===== config.mk =====
export PLATFORM = sky130hd
export DESIGN_NAME = cle_label_stats_flat
export DESIGN_NICKNAME = d
export VERILOG_FILES = /design/src/rtl/cle_pkg.sv /design/src/rtl/cle_label_stats_if.sv /design/src/rtl/cle_stats_slot.sv /design/src/rtl/cle_label_stats.sv /design/src/flat_wrapper.sv
export SDC_FILE = /design/constraint.sdc
export NUM_CORES = 1
export LEC_CHECK = 0
export BUFFER_PORTS_ARGS = -buffer_cell sky130_fd_sc_hd__buf_2
export CORE_UTILIZATION = 50
export CTS_CLUSTER_SIZE = 10
export DETAILED_ROUTE_END_ITERATION = 10
export PLACE_DENSITY = 0.7
export SLEW_MARGIN = 20
export SYNTH_ARGS = -nofsm -noshare
export SYNTH_HDL_FRONTEND = slang
export SYNTH_SLANG_ARGS = --single-unit

===== constraint.sdc =====
create_clock -name clk -period 3.6 [get_ports clk]
set_input_delay 0.54 -clock clk [delete_from_list [all_inputs] [get_ports clk]]
set_output_delay 0.54 -clock clk [all_outputs]
set_load 0.005 [all_outputs]

===== src/rtl/cle_pkg.sv =====
// Shared types and sizes for the CLE post-labeling statistics stage.
// Slot contents and the scan FSM encoding live here so every file agrees on widths.
package cle_pkg;

  localparam int unsigned MAX_OBJ = 8;
  localparam int unsigned IMG_W   = 32;
  localparam int unsigned ADDR_W  = 10;
  localparam int unsigned LABEL_W = 8;
  localparam int unsigned AREA_W  = 11;
  localparam int unsigned COORD_W = $clog2(IMG_W);
  localparam int unsigned IDX_W   = $clog2(MAX_OBJ);
  localparam int unsigned CNT_W   = $clog2(MAX_OBJ) + 1;

  typedef enum logic [1:0] {StIdle, StScan, StDrain, StDone} state_e;

  typedef struct packed {
    logic               valid;
    logic [LABEL_W-1:0] label;
    logic [AREA_W-1:0]  area;
    logic [COORD_W-1:0] rmin;
    logic [COORD_W-1:0] rmax;
    logic [COORD_W-1:0] cmin;
    logic [COORD_W-1:0] cmax;
  } slot_t;

endpackage


===== src/rtl/cle_label_stats_if.sv =====
// Control, label-SRAM read port and result readout of the statistics stage.
// slave is the statistics block; master is the host/CLE side.
interface cle_label_stats_if;
  import cle_pkg::*;

  logic               start;
  logic [ADDR_W-1:0]  sram_a;
  logic [LABEL_W-1:0] sram_q;
  logic               busy;
  logic               done;
  logic [CNT_W-1:0]   obj_count;
  logic               overflow;
  logic [IDX_W-1:0]   res_idx;
  logic [LABEL_W-1:0] res_label;
  logic [AREA_W-1:0]  res_area;
  logic [COORD_W-1:0] res_rmin;
  logic [COORD_W-1:0] res_rmax;
  logic [COORD_W-1:0] res_cmin;
  logic [COORD_W-1:0] res_cmax;

  modport slave (
    input  start, sram_q, res_idx,
    output sram_a, busy, done, obj_count, overflow,
    output res_label, res_area, res_rmin, res_rmax, res_cmin, res_cmax
  );

  modport master (
    output start, sram_q, res_idx,
    input  sram_a, busy, done, obj_count, overflow,
    input  res_label, res_area, res_rmin, res_rmax, res_cmin, res_cmax
  );
endinterface


===== src/rtl/cle_stats_slot.sv =====
// One object-table entry: label, pixel area and bounding box.
// hit compares against the registered label, so an allocation is visible one pixel later.
module cle_stats_slot
  import cle_pkg::*;
(
  input  logic               clk,
  input  logic               reset,
  input  logic               clear,
  input  logic               pix_vld,
  input  logic [LABEL_W-1:0] pix_label,
  input  logic [COORD_W-1:0] pix_row,
  input  logic [COORD_W-1:0] pix_col,
  input  logic               alloc,
  output logic               hit,
  output slot_t              slot
);

  slot_t slot_q, slot_d;

  assign hit  = slot_q.valid && (slot_q.label == pix_label);
  assign slot = slot_q;

  always_comb begin
    slot_d = slot_q;
    if (clear) begin
      slot_d = '0;
    end else if (alloc) begin
      slot_d.valid = 1'b1;
      slot_d.label = pix_label;
      slot_d.area  = AREA_W'(1);
      slot_d.rmin  = pix_row;
      slot_d.rmax  = pix_row;
      slot_d.cmin  = pix_col;
      slot_d.cmax  = pix_col;
    end else if (pix_vld && hit) begin
      slot_d.area = slot_q.area + AREA_W'(1);
      if (pix_row < slot_q.rmin) slot_d.rmin = pix_row;
      if (pix_row > slot_q.rmax) slot_d.rmax = pix_row;
      if (pix_col < slot_q.cmin) slot_d.cmin = pix_col;
      if (pix_col > slot_q.cmax) slot_d.cmax = pix_col;
    end
  end

  always_ff @(posedge clk or negedge reset) begin
    if (!reset) slot_q <= '0;
    else        slot_q <= slot_d;
  end

endmodule


===== src/rtl/cle_label_stats.sv =====
// Raster-scans the 32x32 label SRAM after CLE finishes and builds a per-label table
// of area and bounding box; slots fill in order of first raster appearance.
module cle_label_stats
  import cle_pkg::*;
(
  input  logic              clk,
  input  logic              reset,
  cle_label_stats_if.slave  bus
);

  state_e              state_q, state_d;
  logic [ADDR_W-1:0]   sram_a_q, sram_a_d;
  logic [ADDR_W-1:0]   pix_addr_q;
  logic                pix_vld_q;
  logic [CNT_W-1:0]    obj_count_q;
  logic                overflow_q;
  logic                clear;
  logic                pix_act;
  logic                miss;
  logic                full;
  logic                found;
  logic [MAX_OBJ-1:0]  hit_vec;
  logic [MAX_OBJ-1:0]  valid_vec;
  logic [MAX_OBJ-1:0]  alloc_vec;
  slot_t               slots [MAX_OBJ];

  assign clear = ((state_q == StIdle) || (state_q == StDone)) && bus.start;

  always_comb begin
    state_d  = state_q;
    sram_a_d = sram_a_q;
    unique case (state_q)
      StIdle, StDone: begin
        if (bus.start) begin
          state_d  = StScan;
          sram_a_d = '0;
        end
      end
      StScan: begin
        if (sram_a_q == '1) state_d  = StDrain;
        else                sram_a_d = sram_a_q + ADDR_W'(1);
      end
      StDrain: state_d = StDone;
      default: state_d = StIdle;
    endcase
  end

  // sram_q during a cycle belongs to the address issued one cycle earlier
  always_ff @(posedge clk or negedge reset) begin
    if (!reset) begin
      state_q    <= StIdle;
      sram_a_q   <= '0;
      pix_addr_q <= '0;
      pix_vld_q  <= 1'b0;
    end else begin
      state_q    <= state_d;
      sram_a_q   <= sram_a_d;
      pix_addr_q <= sram_a_q;
      pix_vld_q  <= (state_q == StScan);
    end
  end

  assign pix_act = pix_vld_q && (bus.sram_q != '0);
  assign miss    = pix_act && !(|hit_vec);
  assign full    = &valid_vec;

  // Lowest free slot wins the allocation
  always_comb begin
    alloc_vec = '0;
    found     = 1'b0;
    for (int i = 0; i < MAX_OBJ; i++) begin
      if (!valid_vec[i] && !found) begin
        alloc_vec[i] = miss;
        found        = 1'b1;
      end
    end
  end

  for (genvar g = 0; g < MAX_OBJ; g++) begin : g_slot
    cle_stats_slot u_slot (
      .clk       (clk),
      .reset     (reset),
      .clear     (clear),
      .pix_vld   (pix_act),
      .pix_label (bus.sram_q),
      .pix_row   (pix_addr_q[ADDR_W-1 -: COORD_W]),
      .pix_col   (pix_addr_q[COORD_W-1:0]),
      .alloc     (alloc_vec[g]),
      .hit       (hit_vec[g]),
      .slot      (slots[g])
    );
    assign valid_vec[g] = slots[g].valid;
  end

  always_ff @(posedge clk or negedge reset) begin
    if (!reset) begin
      obj_count_q <= '0;
      overflow_q  <= 1'b0;
    end else if (clear) begin
      obj_count_q <= '0;
      overflow_q  <= 1'b0;
    end else begin
      if (|alloc_vec)    obj_count_q <= obj_count_q + CNT_W'(1);
      if (miss && full)  overflow_q  <= 1'b1;
    end
  end

  assign bus.sram_a    = sram_a_q;
  assign bus.busy      = (state_q == StScan) || (state_q == StDrain);
  assign bus.done      = (state_q == StDone);
  assign bus.obj_count = obj_count_q;
  assign bus.overflow  = overflow_q;
  assign bus.res_label = slots[bus.res_idx].label;
  assign bus.res_area  = slots[bus.res_idx].area;
  assign bus.res_rmin  = slots[bus.res_idx].rmin;
  assign bus.res_rmax  = slots[bus.res_idx].rmax;
  assign bus.res_cmin  = slots[bus.res_idx].cmin;
  assign bus.res_cmax  = slots[bus.res_idx].cmax;

endmodule

===== src/flat_wrapper.sv =====
// flat-port wrapper written by rule: the top's interface ports become plain ports
module cle_label_stats_flat import cle_pkg::*;
  (clk, reset, bus_start, bus_sram_q, bus_res_idx, bus_sram_a, bus_busy, bus_done, bus_obj_count, bus_overflow, bus_res_label, bus_res_area, bus_res_rmin, bus_res_rmax, bus_res_cmin, bus_res_cmax);
  cle_label_stats_if bus_i ();
  input  logic clk;
  input  logic reset;
  input wire logic [$bits(bus_i.start)-1:0] bus_start;
  input wire logic [$bits(bus_i.sram_q)-1:0] bus_sram_q;
  input wire logic [$bits(bus_i.res_idx)-1:0] bus_res_idx;
  output wire logic [$bits(bus_i.sram_a)-1:0] bus_sram_a;
  output wire logic [$bits(bus_i.busy)-1:0] bus_busy;
  output wire logic [$bits(bus_i.done)-1:0] bus_done;
  output wire logic [$bits(bus_i.obj_count)-1:0] bus_obj_count;
  output wire logic [$bits(bus_i.overflow)-1:0] bus_overflow;
  output wire logic [$bits(bus_i.res_label)-1:0] bus_res_label;
  output wire logic [$bits(bus_i.res_area)-1:0] bus_res_area;
  output wire logic [$bits(bus_i.res_rmin)-1:0] bus_res_rmin;
  output wire logic [$bits(bus_i.res_rmax)-1:0] bus_res_rmax;
  output wire logic [$bits(bus_i.res_cmin)-1:0] bus_res_cmin;
  output wire logic [$bits(bus_i.res_cmax)-1:0] bus_res_cmax;
  assign bus_i.start = bus_start;
  assign bus_i.sram_q = bus_sram_q;
  assign bus_i.res_idx = bus_res_idx;
  assign bus_sram_a = bus_i.sram_a;
  assign bus_busy = bus_i.busy;
  assign bus_done = bus_i.done;
  assign bus_obj_count = bus_i.obj_count;
  assign bus_overflow = bus_i.overflow;
  assign bus_res_label = bus_i.res_label;
  assign bus_res_area = bus_i.res_area;
  assign bus_res_rmin = bus_i.res_rmin;
  assign bus_res_rmax = bus_i.res_rmax;
  assign bus_res_cmin = bus_i.res_cmin;
  assign bus_res_cmax = bus_i.res_cmax;
  cle_label_stats u_core (.clk(clk), .reset(reset), .bus(bus_i));
endmodule

==> flow_metrics.py <==
metrics = {
    "critical_path": {
        "cp_data_required_time_ns": 3.06,
        "cp_slowest_cell": "mux4_2",
        "crit_path_end_kind": "output pin",
        "crit_family": "buffers and inverters",
        "startpoint": "bus_res_idx[0]",
        "path_class": "input pin to output pin",
        "cp_cell_sequence": "buf_4 > buf_12 > mux4_2 > o21ai_0 > buf_2",
        "critPathMaxFanout": 31,
        "r2r_start": "u_core.g_slot[7].u_slot.slot[31]",
        "start_kind": "input pin",
        "cpPeakStageDelay_ns": 0.59,
        "worstPathArrival_ns": 2.39,
        "critPathBufInv": 3,
    },
    "die": {
        "die_w_um": 210.4,
        "core_um2": 42420,
        "row_count": 75,
        "die-area_um2": 44270,
        "die_h_um": 210.4,
        "start_util": 0.5119,
        "pin_count": 70,
    },
    "synthesis": {
        "netlist.area_leader.share": 0.4010,
        "ys_ff_latch": 348,
        "ys_top_cells_by_area": "dfrtp_1, ha_1, mux2i_1",
        "synth_fp_nets": 2281,
        "synth-main-ff-cell": "dfrtp_1",
        "avgSynthCellArea_um2": 10.29,
        "syn-cell-area_um2": 21710,
        "synth.distinct_cells": 59,
        "ys.warnings.count": 0,
        "async_flop_share": 1.000,
        "yosys-top-cells-count": "dfrtp_1, nand2_1, nor2_1",
        "synth_cells": 2110,
        "synth_edf_count": 0,
        "yosysTopAreaCell": "dfrtp_1",
        "seq_area_frac_synth": 0.4010,
        "synth_most_common_cell": "dfrtp_1",
    },
    "pwr": {
        "powerDensity_nw_per_um2": 497.1,
        "irDropWorstVdd_mv": 0.3739,
        "p_leak_nw": 10.93,
    },
    "sta": {
        "skew_ns": 0.01659,
        "worst_pin_slew_ns": 1.025,
        "finalSetupTns_ns": 0,
        "rsz0062_at_grt": "no",
        "period_share": 0.8127,
        "final-setup-viol-count": 0,
        "fin_crit_ns": 2.926,
        "hold_viol": 0,
        "timing.slew.headroom": 0.3166,
        "finalWorstSetupSlack_ns": 0.6742,
        "fmax_mhz": 341.8,
        "drv_slew": 0,
    },
    "clock_tree": {
        "cts_root_buf": "clkbuf_16",
        "path_clk_slew_ns": 0.05,
        "clock_latency_ns": 0.56,
        "cts_setup_buffers": 0,
        "cts.path.max_buffers": 3,
        "hold_buffers": 0,
        "htreeDepth": 2,
        "cts-resized-gates": 0,
        "cts_buffers": 42,
        "cts_tree": "done",
        "clock_sinks": 348,
    },
    "route": {
        "routed-wl-met3_um": 3684,
        "wl_per_cell_um": 21.11,
        "ant_nets": 0,
        "top_layer": "met5",
        "wl_met2_um": 28170,
        "route.detailed.drc": 0,
        "via_per_inst": 5.870,
        "routed_wl_um": 58570,
        "num_vias": 16280,
        "dr.pass1.iters": 5,
        "wl_met1_um": 24350,
        "drtIter0Drc": 1352,
    },
    "global_routing": {
        "grt_pass1_wl_um": 92870,
        "track_usage": 0.2702,
        "grt_start_max_net_pins": 97,
        "antenna_found_initial": 1,
        "gr-total-overflow": 0,
        "grt_pass1_vias": 16490,
    },
    "place": {
        "gp_congestion": 0.8811,
        "post-place-ws_ns": 0.3243,
        "dp_hpwl_um": 41300,
        "port_buffers": 69,
    },
    "job": {
        "max_cap_violations": 0,
    },
    "status": {
        "status": "complete, no violations",
    },
    "finish": {
        "antenna_cells": 0,
        "area_delta_synth_final_pct": 10.77,
        "finalNetCount": 2352,
        "finalCoreUtilization": 0.5671,
        "drive_above_1_share": 0.1497,
    },
    "min_path": {
        "min_path_type": "input pin to asynchronous set/reset pin",
    },
}
==> metrics by stage <==
stage	power (mW)	hold WS [ns]	cell area, um^2	cells
floorplan	7.012	0.2444	21710	2110
global placement	8.037	0.4470	22870	2714
detailed placement	8.156	0.4373	22870	2714
CTS	12.00	0.06118	24050	2774
global route	12.57	0.1030	24050	2774
finish	11.96	0.02897	24050	2774
==> cells by family after synthesis <==
logic type / count (synthesis) / share of synthesized area
muxes: 287 / 0.1786
adders and majority gates: 157 / 0.09046
AOI/OAI and AO/OA: 231 / 0.07157
buffers and inverters: 252 / 0.04875
DFF: 348 / 0.4010
xor gates and xnor gates: 148 / 0.05969
and+or+nand+nor: 687 / 0.1499
==> area by class of cell <==
type	instances	area, um^2
inverter	148	555.5
fill	3588	18360
sequential	348	8708
timing repair buffer	131	900.9
multi-input combinational	1510	11980
clock buffer	58	1172
tap	577	721.9
clock inverter	2	13.76
==> report_power, final <==
group / switching, mW / internal, mW
sequential: 0.375 / 4.19
clock: 1.61 / 2.23
combinational: 2.26 / 1.29
total: 4.24 / 7.71
==> metal layers <==
layer,global-route usage,vias to the layer above
li1,-,7434
met1,0.3603,8126
met2,0.4445,590
met3,0.03576,130
met4,0.1147,2
met5,0,-
==> worst register-to-register path, stage by stage (launching register included) <==
cell	delay, ns
dfrtp_1	0.40
xnor2_1	0.32
nand4_1	0.19
nor4_2	0.47
nand2_1	0.30
buf_4	0.25
nor4_1	0.33
buf_4	0.19
nand3_1	0.10
xor2_1	0.16
nor2_1	0.07
==> flip-flops by register name (all words and copies together), names as in the netlist <==
name                       flops
u_core.bus.obj_count           4
u_core.bus.overflow            1
u_core.bus.sram_a             10
u_core.g_slot.u_slot.slot    320
u_core.pix_addr_q             10
u_core.pix_vld_q               1
u_core.state_q                 2
==> cells in the final DEF, fill, tap and decap left out, types with 25 or more instances in the layout <==
master and instances:
buf_4 58, nor2b_1 34, a21oi_1 53, mux4_2 78, nor2_1 193, nand2_1 232
dfrtp_1 348, xor2_1 51, xnor2_1 97, mux2i_1 185, o21ai_0 77, ha_1 157
buf_2 66, nand3_1 95, clkbuf_16 43, o21a_1 25, inv_1 148
==> path summary, 6_finish.rpt <==
check | end | slack (ns) | cells past startpoint
worst max-delay path | bus_res_cmax[2] | 0.67 | 5
min in group clk | u_core.state_q[1] | 0.34 | 4
worst max register to register | u_core.g_slot[7].u_slot.slot[30] | 0.70 | 10
worst min register to register | u_core.pix_addr_q[5] | 0.44 | 0
max in group asynchronous | u_core.g_slot[6].u_slot.slot[34] | 2.49 | 2
worst min-delay path | u_core.g_slot[4].u_slot.slot[30] | 0.03 | 1
(Power assumes the default switching activity.)
